## config.mk

```make
export PLATFORM = sky130hd
export DESIGN_NAME = instruction_fetch_unit_flat
export DESIGN_NICKNAME = d
export VERILOG_FILES = /design/src/rtl/instruction_fetch_unit_if.sv /design/src/rtl/instruction_fetch_unit.sv /design/src/flat_wrapper.sv
export SDC_FILE = /design/constraint.sdc
export NUM_CORES = 1
export LEC_CHECK = 0
export ABC_CLOCK_PERIOD_IN_PS = 2700
export CAP_MARGIN = 20
export CORE_MARGIN = 10
export CORE_UTILIZATION = 47
export DETAILED_ROUTE_END_ITERATION = 8
export PLACE_DENSITY = 0.86
export RECOVER_POWER = 25
export SYNTH_ARGS = -nofsm -noshare
export SYNTH_HDL_FRONTEND = slang
export SYNTH_SLANG_ARGS = --single-unit
```

## constraint.sdc

```tcl
create_clock -name clk -period 2.7 [get_ports clk]
set_input_delay 0.54 -clock clk [delete_from_list [all_inputs] [get_ports clk]]
set_output_delay 0.54 -clock clk [all_outputs]
set_load 0.02 [all_outputs]
```

## src/rtl/instruction_fetch_unit_if.sv

```systemverilog
// instruction_fetch_unit_if: fetch-stage bus between the IFU, instruction memory and decode
interface instruction_fetch_unit_if #(
    parameter int N   = 16,
    parameter int eff = 10
);
    logic [N-1:0]   pc;
    logic [eff-1:0] mem_addr;
    logic [N-1:0]   instruction;
    logic           stall;
    logic           branch_taken;
    logic [N-1:0]   branch_target;
    logic [N-1:0]   if_id_instruction;
    logic [N-1:0]   if_id_pc;
    logic           if_id_valid;
    logic [15:0]    fetch_count;
    logic           halted;

    // instruction memory is word addressed by the low eff bits of the PC
    assign mem_addr = pc[eff-1:0];

    modport master (
        output pc, if_id_instruction, if_id_pc, if_id_valid, fetch_count, halted,
        input  instruction, stall, branch_taken, branch_target
    );

    modport slave (
        input  pc, mem_addr, if_id_instruction, if_id_pc, if_id_valid, fetch_count, halted,
        output instruction, stall, branch_taken, branch_target
    );
endinterface

```

## src/rtl/instruction_fetch_unit.sv

```systemverilog
// instruction_fetch_unit: PC register and IF/ID pipeline register; optional HALT detection under IFU_HALT_DETECT_EN
module instruction_fetch_unit #(
    parameter int          N        = 16,
    parameter logic [N-1:0] RESET_PC = '0,
    parameter logic [N-1:0] NOP      = '0
`ifdef IFU_HALT_DETECT_EN
    ,
    parameter logic [3:0]   HALT_OP  = 4'hF
`endif
) (
    input logic                      clk,
    input logic                      rst,
    instruction_fetch_unit_if.master bus
);

`ifdef IFU_HALT_DETECT_EN
    typedef enum logic {FETCH, HALTED} state_t;
    state_t state;
    logic   hit;
    assign hit = bus.instruction[N-1:N-4] == HALT_OP;
`else
    assign bus.halted = 1'b0;
`endif

    // priority rst > redirect > stall > halted > fetch; PC is a pure register
    always_ff @(posedge clk) begin
        if (rst) begin
            bus.pc                <= RESET_PC;
            bus.if_id_instruction <= NOP;
            bus.if_id_pc          <= '0;
            bus.if_id_valid       <= 1'b0;
            bus.fetch_count       <= '0;
`ifdef IFU_HALT_DETECT_EN
            state                 <= FETCH;
            bus.halted            <= 1'b0;
`endif
        end else if (bus.branch_taken) begin
            bus.pc                <= bus.branch_target;
            bus.if_id_instruction <= NOP;
            bus.if_id_valid       <= 1'b0;
`ifdef IFU_HALT_DETECT_EN
            state                 <= FETCH;
            bus.halted            <= 1'b0;
`endif
        end else if (!bus.stall) begin
`ifdef IFU_HALT_DETECT_EN
            if (state == HALTED) begin
                bus.if_id_instruction <= NOP;
                bus.if_id_valid       <= 1'b0;
            end else begin
                bus.if_id_instruction <= bus.instruction;
                bus.if_id_pc          <= bus.pc;
                bus.if_id_valid       <= 1'b1;
                bus.fetch_count       <= bus.fetch_count + 16'd1;
                bus.pc                <= hit ? bus.pc : bus.pc + 1'b1;
                state                 <= hit ? HALTED : FETCH;
                bus.halted            <= hit;
            end
`else
            bus.if_id_instruction <= bus.instruction;
            bus.if_id_pc          <= bus.pc;
            bus.if_id_valid       <= 1'b1;
            bus.fetch_count       <= bus.fetch_count + 16'd1;
            bus.pc                <= bus.pc + 1'b1;
`endif
        end
    end

endmodule
```

## src/flat_wrapper.sv

```systemverilog
// flat-port wrapper written by rule: the top's interface ports become plain ports
module instruction_fetch_unit_flat 
#(
    parameter int          N        = 16,
    parameter logic [N-1:0] RESET_PC = '0,
    parameter logic [N-1:0] NOP      = '0

)
  (clk, rst, bus_pc, bus_if_id_instruction, bus_if_id_pc, bus_if_id_valid, bus_fetch_count, bus_halted, bus_instruction, bus_stall, bus_branch_taken, bus_branch_target);
  instruction_fetch_unit_if #(.N(N)) bus_i ();
  input logic clk;
  input logic rst;
  output wire logic [$bits(bus_i.pc)-1:0] bus_pc;
  output wire logic [$bits(bus_i.if_id_instruction)-1:0] bus_if_id_instruction;
  output wire logic [$bits(bus_i.if_id_pc)-1:0] bus_if_id_pc;
  output wire logic [$bits(bus_i.if_id_valid)-1:0] bus_if_id_valid;
  output wire logic [$bits(bus_i.fetch_count)-1:0] bus_fetch_count;
  output wire logic [$bits(bus_i.halted)-1:0] bus_halted;
  input wire logic [$bits(bus_i.instruction)-1:0] bus_instruction;
  input wire logic [$bits(bus_i.stall)-1:0] bus_stall;
  input wire logic [$bits(bus_i.branch_taken)-1:0] bus_branch_taken;
  input wire logic [$bits(bus_i.branch_target)-1:0] bus_branch_target;
  assign bus_pc = {>>{bus_i.pc}};
  assign bus_if_id_instruction = bus_i.if_id_instruction;
  assign bus_if_id_pc = bus_i.if_id_pc;
  assign bus_if_id_valid = bus_i.if_id_valid;
  assign bus_fetch_count = bus_i.fetch_count;
  assign bus_halted = bus_i.halted;
  assign bus_i.instruction = bus_instruction;
  assign bus_i.stall = bus_stall;
  assign bus_i.branch_taken = bus_branch_taken;
  assign bus_i.branch_target = bus_branch_target;
  instruction_fetch_unit #(.N(N), .RESET_PC(RESET_PC), .NOP(NOP)) u_core (.clk(clk), .rst(rst), .bus(bus_i));
endmodule
```

* Yosys cells after proc, flatten, opt, wreduce, memory -nomap -nowiden
Cells that the tools add are included.
** Cells by class
- Add/sub/neg operators :: 2
- Eq/ne operators :: 1
- Mux-type cells :: 2
- Bitwise operators :: 2
- Reductions and logical operators :: 2
** Operator list (number)
- $add 16x1->16 const B :: 2
- $mux 16 :: 2
- $ne 2x1->1 const B :: 1
- $not 1->1 :: 2
- $reduce_and 2->1 :: 1
- $reduce_or 2->1 :: 1
** Storage, ports and cells
- Register bits :: 65
- Input bits :: 36
- Output and inout bits :: 66
- Word-level logic and storage cells :: 14

* Longest topological paths before layout
- Word-level depth :: 3
- Gate-level depth with buffers :: 6
- Mapped depth without buffers :: 5

* Worst setup path before layout
Ideal clock, no wire load.
- Kind :: input port to flip-flop
- Start point :: in bus_stall
- End point :: reg u_core.bus.fetch_count[13]
- Setup time :: 0.070 ns
- Data arrival time :: 1.965 ns
- Data required time :: 2.630 ns
- Setup slack :: 0.665 ns
- Stages on the path :: 4
- Path buffers :: 0
- Path through :: or3b_4 > or4_4 > or3_1 > a21oi_1
** Between the ends
- Cells in the longest elaborated chain, start to end :: 2
** Ends and longest elaborated chain
- start: declaration :: RTL line flat_wrapper.sv:20 : input wire logic [$bits(bus_i.stall)-1:0] bus_stall;
- $not 1->1 (no line)
- $reduce_and 2->1 (no line)
- end signal: assignment :: RTL line instruction_fetch_unit.sv:63 : bus.fetch_count <= bus.fetch_count + 16'd1;
- end: declaration :: RTL line instruction_fetch_unit_if.sv:22 : output pc, if_id_instruction, if_id_pc, if_id_valid, fetch_count, halted,
Every way passes these cells.
A chain may end at the register's enable or synchronous reset.

* Final worst setup path
- Start point :: in bus_branch_taken
- End point :: reg u_core.bus.pc[11]
** Between the ends
- Cells in the longest elaborated chain, start to end :: 1
- Elaborated cells between the ends (all ways) :: 2
- Those cells by class :: eq/ne (1); mux (1)
** Ends and longest elaborated chain
- start: declaration :: RTL line flat_wrapper.sv:21 : input wire logic [$bits(bus_i.branch_taken)-1:0] bus_branch_taken;
- $ne 2x1->1 (no line) / $mux 16 (equally long branches)
- end signal: assignment :: RTL line instruction_fetch_unit.sv:38 : bus.pc <= bus.branch_target;
- end signal: assignment :: RTL line instruction_fetch_unit.sv:64 : bus.pc <= bus.pc + 1'b1;
- end: declaration :: RTL line instruction_fetch_unit_if.sv:22
Parallel ways exist; a longest one is shown, timed or not.

==> flow_metrics.py <==
metrics = {
    "run_status": {
        "run_status": "finished, final reports clean",
    },
    "power_and_ir_drop": {
        "p_per_area_mw_per_mm2": 531.4,
        "vdd_drop_max_uv": 377.6,
        "finalPower_mw": 2.105,
        "p_leak_nw": 1.421,
    },
    "clock_network": {
        "cts_resized": 0,
        "clock_latency_ns": 0.34,
        "root_buffer": "clkbuf_8",
        "tritoncts": "done",
        "cts_setup_buffers": 0,
        "cts.path.max_buffers": 2,
        "cts_hold_repair.buffers": 0,
        "clk_pin_slew_ns": 0.07,
        "htree_levels": 3,
        "cts_sinks": 65,
        "cts_buffers": 9,
    },
    "worst_setup_path": {
        "crit_arrival_ns": 2.60,
        "cp_cell_sequence": "clkdlybuf4s50_1 > clkbuf_1 > or2_0 > o32ai_1",
        "crit_type": "in2reg",
        "critPathTopFamily": "buffers and inverters",
        "critPathSlowestCell": "or2_0",
        "critPathBufInv": 2,
        "cp-start-kind": "primary input",
        "cp-end-kind": "register",
        "cp_max_fo": 18,
        "required_ns": 2.88,
        "slowest_delay_ns": 0.93,
    },
    "yosys": {
        "syn_inst": 318,
        "synth.avg_cell_area_um2": 8.573,
        "synth_edf_count": 0,
        "synthArstFlopShare_pct": 0,
        "yosys_warnings": 0,
        "syn_nets": 356,
        "ys_ff_latch": 65,
        "synth_flop_cell": "dfxtp_1",
        "ys_types": 40,
        "synth_area_mm2": 0.002726,
        "synth-seq-area-share_pct": 47.73,
    },
    "grt": {
        "antenna_found_initial": 0,
        "grt_pass1_vias": 2492,
        "grt_max_degree": 50,
        "track_usage_pct": 16.51,
        "overflow": 0,
        "grt_first_pass_wirelength_um": 12100,
    },
    "floorplanning": {
        "core-area_mm2": 0.005574,
        "die_w_um": 96.16,
        "start_util_pct": 48.91,
        "die_h_um": 96.16,
        "fp-row-count": 27,
        "fp.dieArea_mm2": 0.009247,
        "io_pins": 102,
    },
    "place": {
        "io_buffer_count": 100,
        "place_congestion": 0.8178,
        "dp_hpwl_um": 5550,
    },
    "finish": {
        "layout-drive-gt1-share_pct": 4.751,
        "area_growth_pct": 45.30,
        "diodes": 0,
        "nNetsFinal": 454,
    },
    "sta": {
        "fmax_ghz": 0.4131,
        "fin_skew_ns": 0.007173,
        "hold_violations": 0,
        "whs_ns": 0.4541,
        "worstMarginPinSlew_ns": 1.125,
        "slew_headroom_pct": 24.99,
        "rsz0062_at_grt": "no",
        "setup_viol": 0,
        "layout_min_cycle_time_ns": 2.421,
        "finalCritPeriodShare_pct": 89.65,
        "report.final.slew_viol_count": 0,
        "tns_ns": 0,
    },
    "routing": {
        "vias": 2606,
        "drt_iter0_drc": 138,
        "drt-total-wl_um": 7679,
        "ant_nets": 0,
        "avgRoutedWirePerCell_um": 15.58,
        "vias_per_cell": 5.286,
        "route.detailed.drc": 0,
        "drt_pass1_iterations": 4,
    },
    "flow_run": {
        "max-cap-violations": 0,
    },
    "min_path": {
        "min_path_type": "reg2reg",
    },
}
-- power by group --
group	switching, mW	internal, mW	total, mW
Combinational	0.135	0.143	0.278
Clock	0.347	0.450	0.796
Sequential	0.0376	0.993	1.03
-- final cells by class --
type | count | area (um2)
timing repair buffer | 106 | 1033
multi-input combinational | 230 | 1333
sequential | 65 | 1301
clock inverter | 3 | 40.04
inverter | 4 | 15.01
tap | 72 | 90.09
fill | 430 | 1613
clock buffer | 13 | 148.9
-- state kept, by name, summed over array words and instances (netlist names) --
register / count
u_core.bus.fetch_count: 16
u_core.bus.if_id_instruction: 16
u_core.bus.if_id_valid: 1
u_core.bus.if_id_pc: 16
u_core.bus.pc: 16
-- worst min-delay path, cell delays in order, from the launching register on --
cell	delay, ns
dfxtp_1	0.31
nand2_1	0.05
a21oi_1	0.05
-- stage by stage --
stage	utilization, %	setup slack (ns)	instances	instance area (um2)
after detailed placement	67.86	0.08832	477	3782
final	71.07	0.2793	493	3961
after floorplan	-	0.6650	318	2726
after CTS	71.25	0.3696	493	3971
after global placement	67.86	0.1837	477	3782
after global routing	71.07	0.1296	493	3961
-- layout by cell type (no fill, tap or decap), types with 7 or more instances in the layout --
master	n
nor2_1	41
dfxtp_1	65
mux2i_1	17
a21oi_1	28
xnor2_1	14
nand4_1	11
clkbuf_8	10
xor2_1	7
clkdlybuf4s50_1	95
nand2_1	51
-- cells by family after synthesis --
family	share of synthesized area [%]
DFF	47.73
adders and majority gates	0.9177
buffers and inverters	3.304
xor gates and xnor gates	6.746
and+or+nand+nor	24.23
muxes	6.654
AOI/OAI and AO/OA	10.28
other	0.1375
-- cell usage after synthesis (3+ instances only) --
cell type / count / area, um2
xor2_1: 7 / 61.31
inv_1: 4 / 15.01
xnor2_1: 14 / 122.6
or3_1: 6 / 37.54
nand3_1: 5 / 25.02
nor3_1: 6 / 30.03
mux2i_1: 17 / 170.2
a211oi_1: 5 / 37.54
clkbuf_1: 12 / 45.04
nand4_1: 11 / 68.82
nor2_1: 41 / 153.9
a311oi_1: 3 / 26.28
buf_1: 6 / 22.52
o21ai_0: 4 / 20.02
dfxtp_1: 65 / 1301
nor4_1: 4 / 25.02
a21oi_1: 28 / 140.1
nand2_1: 51 / 191.4
-- metal layers --
metal / track usage [%] / up-vias / wire, um
li1: - / 1285 / -
met1: 18.79 / 1208 / 3131
met2: 25.56 / 103 / 3501
met3: 8.716 / 10 / 953
met4: 6.511 / 0 / 93
met5: 0 / - / 0
-- final timing paths --
kind              slack [ns]                                       to                                    from  cells past startpoint
setup reg to reg        0.71  u_core.bus.fetch_count[13]$_SDFFE_PP0P_  u_core.bus.fetch_count[2]$_SDFFE_PP0P_                      4
hold / removal          0.45      u_core.bus.if_id_pc[7]$_SDFFE_PP0P_     u_core.bus.if_id_pc[7]$_SDFFE_PP0P_                      2
hold reg to reg         0.45      u_core.bus.if_id_pc[7]$_SDFFE_PP0P_     u_core.bus.if_id_pc[7]$_SDFFE_PP0P_                      2
setup / recovery        0.28           u_core.bus.pc[11]$_SDFFE_PP0P_                        bus_branch_taken                      4
No activity file was read; power rests on OpenSTA's default activity.
